## config.mk

```make
export PLATFORM = sky130hd
export DESIGN_NAME = exception_unit
export DESIGN_NICKNAME = d
export VERILOG_FILES = /design/src/rtl/selector.sv /design/src/rtl/cp0_regfile.sv /design/src/rtl/exception_unit.sv
export SDC_FILE = /design/constraint.sdc
export NUM_CORES = 1
export LEC_CHECK = 0
export ABC_AREA = 1
export CORE_MARGIN = 10
export CORE_UTILIZATION = 40
export CTS_CLUSTER_DIAMETER = 150
export CTS_CLUSTER_SIZE = 14
export DETAILED_ROUTE_END_ITERATION = 6
export GPL_TIMING_DRIVEN = 0
export PLACE_DENSITY = 0.69
export REMOVE_ABC_BUFFERS = 1
export SLEW_MARGIN = 5
export SYNTH_ARGS = -nofsm -noshare
export SYNTH_HDL_FRONTEND = slang
export SYNTH_SLANG_ARGS = --single-unit
```

## constraint.sdc

```tcl
create_clock -name clk -period 3.6 [get_ports clk]
set_input_delay 0.72 -clock clk [delete_from_list [all_inputs] [get_ports clk]]
set_output_delay 0.72 -clock clk [all_outputs]
set_load 0.05 [all_outputs]
```

## src/rtl/selector.sv

```systemverilog
// Shared decode/commit selector types and CP0 constants.
// Used by the exception unit and its CP0 register file.
package selector;

    typedef enum logic [1:0] {
        NONE,
        SYSCALL,
        RESERVERD,
        OVERFLOW
    } exc_chk_t;

    typedef enum logic [1:0] {
        IDLE,
        FLUSH,
        REDIRECT
    } exc_state_t;

    localparam logic [4:0] EXCCODE_SYS = 5'd8;
    localparam logic [4:0] EXCCODE_RI  = 5'd10;
    localparam logic [4:0] EXCCODE_OV  = 5'd12;

    localparam logic [4:0] CP0_STATUS = 5'd12;
    localparam logic [4:0] CP0_CAUSE  = 5'd13;
    localparam logic [4:0] CP0_EPC    = 5'd14;

    // Only the software interrupt bits of Cause are writable by MTC0
    localparam logic [31:0] CAUSE_WMASK = 32'h0000_0300;

    function automatic logic [4:0] exc_code(input exc_chk_t k);
        logic [4:0] c;
        c = 5'd0;
        case (k)
            SYSCALL:   c = EXCCODE_SYS;
            RESERVERD: c = EXCCODE_RI;
            OVERFLOW:  c = EXCCODE_OV;
            default:   c = 5'd0;
        endcase
        return c;
    endfunction

endpackage

```

## src/rtl/cp0_regfile.sv

```systemverilog
// CP0 Status/Cause/EPC storage with write masking.
// Exception and ERET updates take precedence over MTC0.
module cp0_regfile
    import selector::*;
(
    input  logic        clk,
    input  logic        reset,
    input  logic        we,
    input  logic [4:0]  addr,
    input  logic [31:0] wdata,
    input  logic        exc_take,
    input  logic [4:0]  exc_code_in,
    input  logic [31:0] exc_epc,
    input  logic        exc_bd,
    input  logic        eret_take,
    output logic [31:0] rdata,
    output logic [31:0] epc
);

    logic [31:0] status;
    logic [31:0] cause;

    // Register update: exception entry, ERET, then software write
    always_ff @(posedge clk) begin
        if (reset) begin
            status <= 32'd0;
            cause  <= 32'd0;
            epc    <= 32'd0;
        end else if (exc_take) begin
            status[1]    <= 1'b1;
            cause[6:2]   <= exc_code_in;
            // Nested exception keeps the original return point
            if (!status[1]) begin
                epc       <= exc_epc;
                cause[31] <= exc_bd;
            end
        end else if (eret_take) begin
            status[1] <= 1'b0;
        end else if (we) begin
            case (addr)
                CP0_STATUS: status <= wdata;
                CP0_CAUSE:  cause  <= (cause & ~CAUSE_WMASK)
                                    | (wdata & CAUSE_WMASK);
                CP0_EPC:    epc    <= wdata;
                default:    ;
            endcase
        end
    end

    // MFC0 read port, no bypass of a same-cycle write
    always_comb begin
        rdata = 32'd0;
        case (addr)
            CP0_STATUS: rdata = status;
            CP0_CAUSE:  rdata = cause;
            CP0_EPC:    rdata = epc;
            default:    rdata = 32'd0;
        endcase
    end

endmodule

```

## src/rtl/exception_unit.sv

```systemverilog
// Commit-stage exception/ERET sequencer.
// Flushes younger stages, then issues a one-cycle fetch redirect.
module exception_unit
    import selector::*;
#(
    parameter logic [31:0] EXC_VECTOR   = 32'h8000_0180,
    parameter int          FLUSH_CYCLES = 2
) (
    input  logic        clk,
    input  logic        reset,
    input  logic        commit_valid,
    input  logic [31:0] commit_pc,
    input  logic        commit_in_delay,
    input  exc_chk_t    commit_exc,
    input  logic        commit_overflow,
    input  logic        commit_eret,
    input  logic        cp0_we,
    input  logic [4:0]  cp0_addr,
    input  logic [31:0] cp0_wdata,
    output logic [31:0] cp0_rdata,
    output logic        flush,
    output logic        stall,
    output logic        redirect,
    output logic [31:0] redirect_pc
);

    localparam logic [3:0] CNT_INIT = 4'(FLUSH_CYCLES - 1);

    exc_state_t  state;
    exc_state_t  state_nx;
    logic [3:0]  cnt;
    logic [31:0] target;
    logic [31:0] epc;
    logic        idle;
    logic        hit;
    logic        trigger;
    logic        eret_take;
    logic        we_ok;
    logic [31:0] epc_new;

    assign idle = (state == IDLE);

    // Decide whether the committing instruction raises an exception
    always_comb begin
        hit = 1'b0;
        case (commit_exc)
            SYSCALL:   hit = 1'b1;
            RESERVERD: hit = 1'b1;
            OVERFLOW:  hit = commit_overflow;
            default:   hit = 1'b0;
        endcase
    end

    assign trigger   = idle && commit_valid && hit;
    assign eret_take = idle && commit_valid && commit_eret && !trigger;
    assign we_ok     = cp0_we && idle && !trigger && !eret_take;
    assign epc_new   = commit_in_delay ? commit_pc - 32'd4 : commit_pc;

    cp0_regfile u_cp0 (
        .clk         (clk),
        .reset       (reset),
        .we          (we_ok),
        .addr        (cp0_addr),
        .wdata       (cp0_wdata),
        .exc_take    (trigger),
        .exc_code_in (exc_code(commit_exc)),
        .exc_epc     (epc_new),
        .exc_bd      (commit_in_delay),
        .eret_take   (eret_take),
        .rdata       (cp0_rdata),
        .epc         (epc)
    );

    // State, flush counter and redirect target registers
    always_ff @(posedge clk) begin
        if (reset) begin
            state  <= IDLE;
            cnt    <= 4'd0;
            target <= 32'd0;
        end else begin
            state <= state_nx;
            if (trigger || eret_take) begin
                cnt    <= CNT_INIT;
                target <= trigger ? EXC_VECTOR : epc;
            end else if (state == FLUSH && cnt != 4'd0) begin
                cnt <= cnt - 4'd1;
            end
        end
    end

    // Next-state selection
    always_comb begin
        state_nx = state;
        unique case (state)
            IDLE:     if (trigger || eret_take) state_nx = FLUSH;
            FLUSH:    if (cnt == 4'd0) state_nx = REDIRECT;
            REDIRECT: state_nx = IDLE;
            default:  state_nx = IDLE;
        endcase
    end

    // Pipeline control outputs decoded from state
    always_comb begin
        flush    = 1'b0;
        stall    = 1'b0;
        redirect = 1'b0;
        unique case (state)
            IDLE:     ;
            FLUSH:    begin flush = 1'b1; stall = 1'b1; end
            REDIRECT: begin flush = 1'b1; redirect = 1'b1; end
            default:  ;
        endcase
    end

    assign redirect_pc = target;

endmodule

```

==> results.json <==
{
  "outcome": "completed",
  "yosys_warnings": 0,
  "hold_class": "reg2reg",
  "grt_max_degree": 43,
  "fp.dieH_microns": 139.3,
  "ir_worst_vdd_mv": 0.2127,
  "r2r_slack_ns": 0.49,
  "final_nets": 1106,
  "hold_viol": 0,
  "placeableCoreArea_sq_mm": 0.01393,
  "rsz0062_at_grt": "yes",
  "grt_pass1_vias": 5748,
  "syn_area_sq_mm": 0.005689,
  "grt_pass1_wl_mm": 31.46,
  "cts_tree": "done",
  "multiInputGateArea_sq_mm": 0.003010,
  "cp-end-kind": "primary output",
  "fmax_ghz": 0.2786,
  "r2r_cells": 12,
  "slowest_stage": "clkdlybuf4s50_1",
  "fin_worst_skew_ns": 0.006226,
  "numCtsBuffers": 9,
  "switchingPower_mw": 1.125,
  "die_area_sq_mm": 0.01939,
  "initial_core_util_pct": 40.83,
  "fin_crit_ns": 3.589,
  "holdPathEnd": "redirect_pc[23]",
  "clkTransAtPathRegs_ns": 0.07,
  "ctsHoldBuffers": 0,
  "synth-seq-area-share_pct": 38.00,
  "met2_length_mm": 8.992,
  "slew_viol_final": 0,
  "dr.pass1.iters": 5,
  "p_per_area_mw_per_mm2": 431.0,
  "fin_tns_setup_ns": 0,
  "die_x_microns": 139.3,
  "grt_overflow": 0,
  "syn_to_final_growth_pct": 34.24,
  "cp.required_ns": 2.88,
  "synthCells": 887,
  "timing.hold.ws_ns": 0.4603,
  "path_buf_inv": 2,
  "wl_per_cell_microns": 17.18,
  "critPathLaunchType": "primary input",
  "holdPathStages": 2,
  "num_io_pins": 145,
  "cts_root_buf": "clkbuf_16",
  "final-seq-area_sq_mm": 0.002162,
  "portBuffers": 144,
  "nFillCells": 1404,
  "path_cells": "clkdlybuf4s50_1 > nor2_2 > nand3_4 > o21ai_0 > clkdlybuf4s15_2",
  "yosysUniqueCellTypes": 31,
  "drt-initial-drc-count": 494,
  "wl_met1_mm": 9.493,
  "vias": 6182,
  "htreeDepth": 3,
  "crit_family": "buffers and inverters",
  "reg2reg_from": "state[0]",
  "clkPwrFrac_pct": 31.9,
  "cap_viol_max_count": 0,
  "wl_mm": 20.68,
  "wl_met3_mm": 1.932,
  "combPwrFrac_pct": 27.5,
  "cts.path.max_buffers": 2,
  "cp_slowest_stage_delay_ns": 0.61,
  "top_layer": "met5",
  "detail-route-antenna-nets": 0,
  "p_int_mw": 2.166,
  "p_leak_nw": 3.019,
  "switching_share_pct": 34.18,
  "cts_sinks": 108,
  "gp_congestion": 0.9187,
  "detailed_place_hpwl_mm": 13.30,
  "drc": 0,
  "finalSetupViolCount": 0,
  "synth.avg_cell_area_sq_um": 6.414,
  "viasPerCell": 5.135,
  "maxSlewHeadroom_pct": 26.49,
  "row_count": 43,
  "fin_crit_sh_pct": 99.70,
  "mostFrequentLayoutCells": "nand2_1 (199), nor2_1 (121), clkdlybuf4s50_1 (111), inv_1 (108), dfxtp_1 (108)",
  "grt.total_usage_pct": 20.13,
  "drive_above_1_share_pct": 7.234,
  "clk_latency_ns": 0.37,
  "ys_ff_latch": 108,
  "cp_max_fo": 16,
  "crit_type": "in2out",
  "r2r_end": "u_cp0.epc[23]",
  "p_seq_share_pct": 40.6,
  "holdCritStartpoint": "u_cp0.epc[23]",
  "final_common_cell": "nand2_1",
  "cp.arrival_ns": 2.87,
  "worst_pin_slew_ns": 1.103,
  "antenna_found_initial": 3
}
## worst reg2reg max path, cell delays in order (launching register included)
cell      delay [ns]
dfxtp_1         0.31
inv_1           0.12
ha_1            0.37
nand2_2         0.16
nor2_2          0.27
o21ai_4         0.14
buf_4           0.24
o21ai_0         0.17
nand3_4         0.49
inv_4           0.44
o211ai_1        0.18
nand2_1         0.08
inv_1           0.04
## synth_stat cells
| cell type | number | area, sq um |
|---|---|---|
| nor3_4 | 1 | 16.27 |
| xor2_1 | 3 | 26.28 |
| a31oi_1 | 2 | 12.51 |
| nor2_2 | 3 | 18.77 |
| a21oi_1 | 74 | 370.4 |
| o21ai_4 | 1 | 16.27 |
| nand3_1 | 65 | 325.3 |
| o211ai_1 | 9 | 67.56 |
| inv_1 | 109 | 409.1 |
| inv_4 | 1 | 6.260 |
| clkbuf_1 | 27 | 101.4 |
| nand3_2 | 1 | 10.01 |
| nand2_2 | 1 | 6.260 |
| o21bai_1 | 3 | 22.52 |
| nor3b_1 | 1 | 7.510 |
| dfxtp_1 | 108 | 2162 |
| nor2_8 | 1 | 20.02 |
| ha_1 | 10 | 125.1 |
| buf_6 | 1 | 11.26 |
| o21ai_1 | 3 | 15.01 |
| buf_4 | 2 | 15.01 |
| buf_2 | 12 | 60.06 |
| o221ai_1 | 2 | 17.52 |
| o21ai_0 | 107 | 535.5 |
| nor3_1 | 6 | 30.03 |
| or2_2 | 3 | 18.77 |
| nand2_1 | 199 | 747.0 |
| inv_2 | 1 | 3.750 |
| nand4_1 | 7 | 43.79 |
| nor2_1 | 123 | 461.7 |
| o22ai_1 | 1 | 6.260 |
## how the worst max path moves through the flow
| stage | cells after the start | end | slack, ns | from |
|---|---|---|---|---|
| final | 5 | cp0_rdata[7] | 0.01 | cp0_addr[0] |
| after global routing | 8 | cp0_rdata[17] | -0.002 | cp0_addr[1] |
| after CTS | 5 | cp0_rdata[27] | 0.0003 | cp0_addr[0] |
| after detailed placement | 9 | u_cp0.status[27] | -1.85 | commit_exc[0] |
| after global placement | 10 | u_cp0.status[23] | -2.07 | commit_exc[0] |
| after floorplan | 6 | cp0_rdata[1] | -0.08 | cp0_addr[3] |
## metrics by stage
step	power (mW)	instances	util [%]	setup slack [ns]	area [sq um]
global route	3.449	1203	54.79	-0.002216	7635
detailed placement	2.208	1171	51.87	-1.851	7228
finish	3.291	1204	54.81	0.01095	7637
CTS	3.304	1201	55.00	0.0003295	7664
floorplan	1.885	845	-	-0.08339	5502
global placement	2.194	1169	51.44	-2.066	7168
## registers in the layout (all words and copies together), names as in the netlist
signal	count
cnt	4
redirect_pc	32
state	2
u_cp0.cause	6
u_cp0.epc	32
u_cp0.status	32
## power groups by stage
stage                     combinational [mW]  clock [mW]  sequential [mW]
after floorplan                        0.471           0             1.41
after global placement                 0.832           0             1.36
after detailed placement               0.844           0             1.36
after CTS                              0.899        1.07             1.34
after global routing                   0.993        1.11             1.35
final                                  0.905        1.05             1.34
## cells by family after synthesis
kind of cell	count (synthesis)	synth area share, %
DFF	108	38.00
and+or+nand+nor	411	29.98
buffers and inverters	153	10.67
xor gates and xnor gates	3	0.4619
adders and majority gates	10	2.199
AOI/OAI and AO/OA	202	18.69
## area by class of cell
class                      instances  share of cell area, %
tap                              180                  2.949
clock buffer                      11                  3.309
multi-input combinational        631                  39.42
antenna                            1                0.03277
sequential                       108                  28.31
inverter                         111                  5.521
timing repair buffer             157                  19.68
clock inverter                     5                 0.7864
## timing repair
| action | in CTS | in global routing |
|---|---|---|
| cloned | 4 | 1 |
| pin swaps | 7 | 1 |
| setup buffers | 10 | 1 |
| setup endpoints to repair | 135 | 44 |
| resized for setup | 58 | 50 |
## metal layers
| metal | GRT usage [%] | vias to the layer above |
|---|---|---|
| li1 | - | 3121 |
| met1 | 26.15 | 2815 |
| met2 | 30.53 | 224 |
| met3 | 7.928 | 20 |
| met4 | 4.723 | 2 |
| met5 | 0 | - |
Power figures use the tool's default switching activity.
